[config.mk]
export PLATFORM = sky130hd
export DESIGN_NAME = rr_event_count_arbiter
export DESIGN_NICKNAME = d
export VERILOG_FILES = /design/src/rtl/rr_event_count_arbiter.sv
export SDC_FILE = /design/constraint.sdc
export NUM_CORES = 1
export LEC_CHECK = 0
export CORE_ASPECT_RATIO = 1.4
export CORE_UTILIZATION = 45
export DETAILED_ROUTE_END_ITERATION = 6
export PLACE_DENSITY_LB_ADDON = 0.25
export SLEW_MARGIN = 30
export SYNTH_ARGS = -nofsm -noshare
export SYNTH_HDL_FRONTEND = slang
export SYNTH_SLANG_ARGS = --single-unit
[constraint.sdc]
create_clock -name clk -period 2.2 [get_ports clk]
set_input_delay 0.44 -clock clk [delete_from_list [all_inputs] [get_ports clk]]
set_output_delay 0.44 -clock clk [all_outputs]
set_load 0.05 [all_outputs]
[src/rtl/rr_event_count_arbiter.sv]
// rr_event_count_arbiter
//
// Round-robin arbiter that shares one modulo-MODULUS event counter among
// NREQ requesters. The granted requester's event strobes advance the counter.
// When the counter wraps, that requester gets a one-cycle done pulse, the
// counter is released and priority moves to the next requester. If the
// requester drops its request before the wrap, it gets a one-cycle abort pulse
// instead.
//
// Optional feature: define ARB_TIMEOUT_EN to enable an idle timeout. The grant
// is aborted after TIMEOUT consecutive granted cycles without a counted event.
//
// Ports:
//   clk    - clock, all state updates on posedge
//   reset  - asynchronous, active-high reset
//   req    - per-requester request level, held until done or abort
//   w      - per-requester event strobe, only the granted bit is counted
//   grant  - one-hot grant, zero when not counting
//   busy   - high while counting or signalling done
//   done   - one-cycle pulse to the requester whose count wrapped
//   abort  - one-cycle pulse to a requester whose grant ended without a wrap
//   count  - shared counter value, 0..MODULUS-1
//   ptr    - round-robin pointer (highest-priority requester index)
module rr_event_count_arbiter #(
    parameter int NREQ    = 4,
    parameter int MODULUS = 5,
    parameter int TIMEOUT = 16
) (
    input  logic            clk,
    input  logic            reset,
    input  logic [NREQ-1:0] req,
    input  logic [NREQ-1:0] w,
    output logic [NREQ-1:0] grant,
    output logic            busy,
    output logic [NREQ-1:0] done,
    output logic [NREQ-1:0] abort,
    output logic [7:0]      count,
    output logic [2:0]      ptr
);

    typedef enum logic [1:0] {S_IDLE, S_COUNT, S_DONE} state_t;

    state_t          state_q, state_d;
    logic [2:0]      gidx_q, gidx_d;
    logic [2:0]      ptr_q, ptr_d;
    logic [7:0]      count_q, count_d;
    logic [NREQ-1:0] abort_q, abort_d;

    logic [NREQ-1:0]   g_onehot;
    logic [2:0]        gnext;
    logic              w_g;
    logic              req_g;
    logic              wrap;
    logic              tmo_hit;
    logic              sel_found;
    logic [2:0]        sel_idx;
    logic [2*NREQ-1:0] req_rot;

    assign g_onehot = {{(NREQ-1){1'b0}}, 1'b1} << gidx_q;
    assign gnext    = (gidx_q == 3'(NREQ-1)) ? 3'd0 : gidx_q + 3'd1;
    assign w_g      = |(w & g_onehot);
    assign req_g    = |(req & g_onehot);
    assign wrap     = w_g && (count_q == 8'(MODULUS-1));

    // Rotate the request vector so that bit 0 is the requester at ptr; the
    // first set bit then gives the round-robin winner without variable indexing.
    assign req_rot = {req, req} >> ptr_q;

    always_comb begin
        int idx;
        sel_found = 1'b0;
        sel_idx   = ptr_q;
        idx       = 0;
        for (int i = 0; i < NREQ; i++) begin
            if (!sel_found && req_rot[i]) begin
                sel_found = 1'b1;
                idx       = int'(ptr_q) + i;
                if (idx >= NREQ) idx = idx - NREQ;
                sel_idx   = 3'(idx);
            end
        end
    end

`ifdef ARB_TIMEOUT_EN
    logic [15:0] tmo_q, tmo_d;

    // Counts consecutive granted cycles without a counted event.
    always_comb begin
        tmo_d   = 16'd0;
        tmo_hit = 1'b0;
        if (state_q == S_COUNT && !w_g) begin
            tmo_d   = tmo_q + 16'd1;
            tmo_hit = (tmo_d == 16'(TIMEOUT));
        end
    end

    always_ff @(posedge clk or posedge reset) begin
        if (reset) tmo_q <= 16'd0;
        else       tmo_q <= tmo_d;
    end
`else
    logic unused_timeout;
    assign unused_timeout = ^16'(TIMEOUT);
    assign tmo_hit        = 1'b0;
`endif

    always_comb begin
        state_d = state_q;
        gidx_d  = gidx_q;
        ptr_d   = ptr_q;
        count_d = count_q;
        abort_d = '0;
        case (state_q)
            S_IDLE: begin
                if (sel_found) begin
                    gidx_d  = sel_idx;
                    count_d = 8'd0;
                    state_d = S_COUNT;
                end
            end
            S_COUNT: begin
                // Wrap beats withdrawal, which beats timeout.
                if (wrap) begin
                    count_d = 8'd0;
                    state_d = S_DONE;
                end else if (!req_g || tmo_hit) begin
                    abort_d = g_onehot;
                    count_d = 8'd0;
                    ptr_d   = gnext;
                    state_d = S_IDLE;
                end else if (w_g) begin
                    count_d = count_q + 8'd1;
                end
            end
            S_DONE: begin
                ptr_d   = gnext;
                state_d = S_IDLE;
            end
            default: state_d = S_IDLE;
        endcase
    end

    always_ff @(posedge clk or posedge reset) begin
        if (reset) begin
            state_q <= S_IDLE;
            gidx_q  <= 3'd0;
            ptr_q   <= 3'd0;
            count_q <= 8'd0;
            abort_q <= '0;
        end else begin
            state_q <= state_d;
            gidx_q  <= gidx_d;
            ptr_q   <= ptr_d;
            count_q <= count_d;
            abort_q <= abort_d;
        end
    end

    assign grant = (state_q == S_COUNT) ? g_onehot : '0;
    assign done  = (state_q == S_DONE)  ? g_onehot : '0;
    assign busy  = (state_q != S_IDLE);
    assign abort = abort_q;
    assign count = count_q;
    assign ptr   = ptr_q;

endmodule

### Word-level counts from Yosys, hierarchy flattened

Cells that the tools add are included.

| word-level totals | value |
|---|---|
| bits in registers | 20 |
| output and inout port bits | 24 |
| logic and storage cells | 78 |

| operators by class | value |
|---|---|
| $add $sub $neg | 9 |
| order comparisons | 4 |
| equality and inequality tests | 9 |
| shifts and indexed selects | 2 |
| muxes and demuxes | 30 |
| bitwise gates (word level) | 2 |
| reduce and logical (&&, ||, !) cells | 17 |

Operators by type and width:

| operator | number |
|---|---|
| $mux W3 | 11 |
| $mux W8 | 4 |
| $mux W4 | 5 |
| $pmux W8 S2 | 1 |
| $ge A4 B3 Y1 const B | 3 |
| $sub A3 B3 Y3 const B | 4 |
| $add A3 B2 Y4 const B | 2 |
| $add A8 B1 Y8 const B | 1 |
| $and A4 B4 Y4 | 2 |
| $eq A8 B3 Y1 const B | 1 |
| $reduce_or A4 Y1 | 2 |
| $shr A8 B3 Y4 | 1 |
| $mux W2 | 3 |
| $ne A2 B2 Y1 const B | 3 |
| $pmux W3 S2 | 1 |
| $reduce_and A3 Y1 | 2 |
| $reduce_bool A2 Y1 | 3 |
| $add A3 B1 Y4 const B | 1 |
| $logic_and A1 B1 Y1 | 4 |
| $mux W1 | 4 |
| $ne A4 B4 Y1 const B | 1 |
| $pmux W2 S2 | 1 |
| $reduce_and A2 Y1 | 2 |
| $shl A1 B3 Y4 const A | 1 |
| other kinds (8) | 10 |

### Logic depth before layout (Yosys ltp)

| logic depth | value |
|---|---|
| word-level depth | 13 |
| depth in mapped cells | 7 |
| depth with buffers taken out | 7 |

### Worst setup path after synthesis

OpenSTA, ideal clock, no wires.

| path | value |
|---|---|
| path kind | flip-flop to flip-flop |
| start point | register count_q[1], in the netlist count[1] |
| end point | register ptr_q[1], in the netlist ptr[1] |
| setup time | 125 ps |
| arrival | 2228 ps |
| required time | 2075 ps |
| path slack | -153 ps |
| stages on the path, launching flop included | 8 |
| buffers on the path | 0 |
| period minus slack after synthesis | 2353 ps |
| cell sequence | dfrtp_1 inv_1 ha_1 or3b_2 a2111oi_4 nand3b_4 o21ai_4 mux2_4 |

| between the ends | value |
|---|---|
| longest elaborated chain between the ends | 4 |

RTL lines:

| element | line | RTL |
|---|---|---|
| start, declared | 46 | `logic [7:0] count_q, count_d;` |
| start signal, assigned | 154 | `count_q <= count_d;` |
| $eq A8 B3 Y1 | 63 | `assign wrap = w_g && (count_q == 8'(MODULUS-1));` |
| $logic_and A1 B1 Y1 | 63 |  |
| $ne A2 B2 Y1 (no line) | -- |  |
| $reduce_and A3 Y1 (no line) | -- |  |
| end signal, assigned | 153 | `ptr_q <= ptr_d;` |
| end, declared | 45 | `logic [2:0] ptr_q, ptr_d;` |

Every way passes these cells.
A chain may end at the register's enable or synchronous reset.

### Worst setup path after layout

| path | value |
|---|---|
| start point | register count_q[6], in the netlist count[6] |
| end point | register ptr_q[1], in the netlist ptr[1] |

The elaborated chain is that of the path after synthesis.

==> out/summary.txt <==
outcome: finished, final reports clean
nature of the critical path startpoint: register
DR vias: 1507
warnings from Yosys: 0
Core Region: 3090 um2
Placed Instance Area: 2150 um2
post-route minimum period: 2.19 ns
Worst Reg-to-Reg Cells: 6
synthesized cell area: 1440 um2
Post-synth EDFFs: 0
gate count of the mapped netlist: 154
All-Layer GR Usage: 28.0%
CTS tree: done
clock latency on the worst-skew pair: 0.26 ns
number of clock sinks: 20
TritonCTS Buffers: 3
crit path DAT: 2.34 ns
number of core rows: 24
Yosys cell types: 45
max-slew violation count: 0
share of Yosys cell area claimed by the top area cell type: 34.7%
vias per std cell: 5.64
# IOs: 34
Total Die Area: 3440 um2
Hold Fails Final Rpt: 0
Final Cycle Share: 99.6%
count of endpoints failing setup in the final report: 0
Initial Util: 46.7%
total of flip-flops plus latches after synthesis: 20
nets@finish: 246
maximum number of buffers from clock root to sink: 2
Total Wirelength: 4.41 mm
Peak VDD IR: 817 uV
class of the most critical hold timing path: in2async
Static Leakage: 1.04 nW
ratio of cells with drive above 1 in the final layout: 35.5%
wire length per cell: 16.5 um
Detailed Routing Iterations Pass 1: 4
CTS root buf: sky130_fd_sc_hd__clkbuf_8
maxcap violations: 0
Setup WS post-layout: 0.00919 ns
first-pass GRT wire length: 7.38 mm
WS Path Type: reg2reg
worst-case clock skew: 0.00208 ns
hold bufs inserted after CTS: 0
worst-case register-to-register setup slack: 0.009 ns
Critical R2R Launch: count[6]
top cells by area in the synthesized netlist: sky130_fd_sc_hd__dfrtp_1, sky130_fd_sc_hd__ha_1, sky130_fd_sc_hd__inv_1, sky130_fd_sc_hd__nor2_1, sky130_fd_sc_hd__and3_1
share of synthesized area occupied by flip-flops and latches: 34.7%
Critical Path Sink Type: register
library cell occupying the most area in the post-synthesis netlist: sky130_fd_sc_hd__dfrtp_1
Ant. Diodes: 0
Final Core Density: 74.1%
clock-pin slew of the registers on the worst-case setup and hold paths: 0.08 ns
highest fanout seen on the critical path: 3
count of routing violations after the opening detailed-route iteration: 58
Routability Congestion: 0.871
worst-case setup slack after placement: -0.282 ns
final antenna-violating net count: 0
Worst EP required: 2.35 ns
actual transition at the worst max-transition pin: 0.507 ns
average instance area after synthesis: 9.38 um2
reg-to-reg endpoint: ptr[1]
worst relative slew slack: 66.2%
area grow syn2layout: 58.7%
# fillers: 225
Cell Pwr Density: 1390 nW/um2
die span in x: 49.9 um
largest net degree at the start of global routing: 21
Synth Net Count: 171
half-perimeter wire length after detailed placement: 3.35 mm
antenna violations before repair: 0
via count of the first global-routing pass: 1658
Synth async-reset ratio: 100%
Highest Clock Rate: 456 MHz
Die Height: 69.0 um
number of H-tree branching levels: 1
post-route standard cell area excluding fillers: 2290 um2
port buffer count: 33
most frequent standard cell in the layout excluding fill and tap cells: sky130_fd_sc_hd__buf_4
overflow left after global routing: 0
ys flop type: sky130_fd_sc_hd__dfrtp_1
unrepaired setup endpoints after global routing: true
DRC violations left: 0
commonest cells after routing, fill and taps aside: sky130_fd_sc_hd__buf_4, sky130_fd_sc_hd__clkdlybuf4s50_1, sky130_fd_sc_hd__nor2_1
## per-layer routing
metal	part of all wire, %	vias to the layer above	GRT usage, %
li1	-	717	-
met1	37	723	27.6
met2	56	50	53.6
met3	2.6	17	3.53
met4	4.1	0	15.2
met5	0	-	0
## cell type report
cell class / count / area [um2] / area share (%)
Clock buffer: 4 / 55.1 / 2.40
Sequential cell: 20 / 508 / 22.2
Inverter: 16 / 60.1 / 2.62
Tap cell: 39 / 48.8 / 2.13
Timing Repair Buffer: 72 / 683 / 29.8
Multi-Input combinational cell: 116 / 936 / 40.9
## through the flow
step           setup TNS [ns]  instances  hold WS (ns)  total power [mW]
2_1_floorplan               0        154         0.403              1.84
3_3_place_gp            -1.94        260         0.569              2.68
3_5_place_dp            -2.76        260         0.587              2.74
4_1_cts                     0        264         0.502              3.10
5_1_grt                -0.199        267         0.546              3.37
6_report                    0        267         0.494              3.18
## synth_stat cells, types with 3 or more instances
master / number
sky130_fd_sc_hd__ha_1: 7
sky130_fd_sc_hd__nand2b_1: 4
sky130_fd_sc_hd__dfrtp_1: 20
sky130_fd_sc_hd__o22ai_1: 4
sky130_fd_sc_hd__nand2_1: 10
sky130_fd_sc_hd__and3_1: 8
sky130_fd_sc_hd__and2_1: 4
sky130_fd_sc_hd__nor2_1: 16
sky130_fd_sc_hd__a21oi_1: 3
sky130_fd_sc_hd__o21ai_1: 3
sky130_fd_sc_hd__mux2i_1: 3
sky130_fd_sc_hd__a22oi_1: 6
sky130_fd_sc_hd__a22o_1: 4
sky130_fd_sc_hd__nand3_1: 5
sky130_fd_sc_hd__inv_1: 16
## flip-flops by register name, indices dropped and copies added, names as in the netlist
signal and flops:
abort 4, ptr 3, gidx_q 3, state_q 2
count 8
## how the worst max path moves through the flow
stage | start | end | slack (ns)
2_1_floorplan | count[7] | ptr[1] | 0.008
3_5_place_dp | req[1] | count[5] | -0.28
5_1_grt | count[6] | ptr[1] | -0.05
4_1_cts | count[1] | ptr[1] | 0.001
3_3_place_gp | req[0] | count[3] | -0.18
6_report | count[6] | ptr[1] | 0.009
## kinds of logic after synthesis
group                      after synthesis  synth area share [%]
adders and majority gates                7                  6.07
DFF                                     20                  34.7
and+or+nand+nor                         64                  25.0
AOI/OAI and AO/OA                       39                  23.7
muxes                                    6                  5.72
buffers and inverters                   18                  4.85
## worst max-delay path, cell delays in order (launching register included)
cell,delay [ns]
sky130_fd_sc_hd__dfrtp_1,0.39
sky130_fd_sc_hd__or4b_4,0.57
sky130_fd_sc_hd__a2111oi_4,0.43
sky130_fd_sc_hd__buf_4,0.18
sky130_fd_sc_hd__nand3b_4,0.13
sky130_fd_sc_hd__o21ai_4,0.08
sky130_fd_sc_hd__mux2_4,0.30
## report_power, final
| group | leakage [nW] | switching [mW] | internal [mW] |
|---|---|---|---|
| sequential | 0.257 | 0.118 | 0.460 |
| clock | 0.0288 | 0.127 | 0.160 |
| combinational | 0.756 | 1.24 | 1.07 |
## timing repair
item / CTS / global route
gates resized for setup: 6 / 11
pin swaps: 2 / 4
buffers inserted: 0 / 3
endpoints found under the setup margin: 7 / 18
No activity file was read; power rests on OpenSTA's default activity.
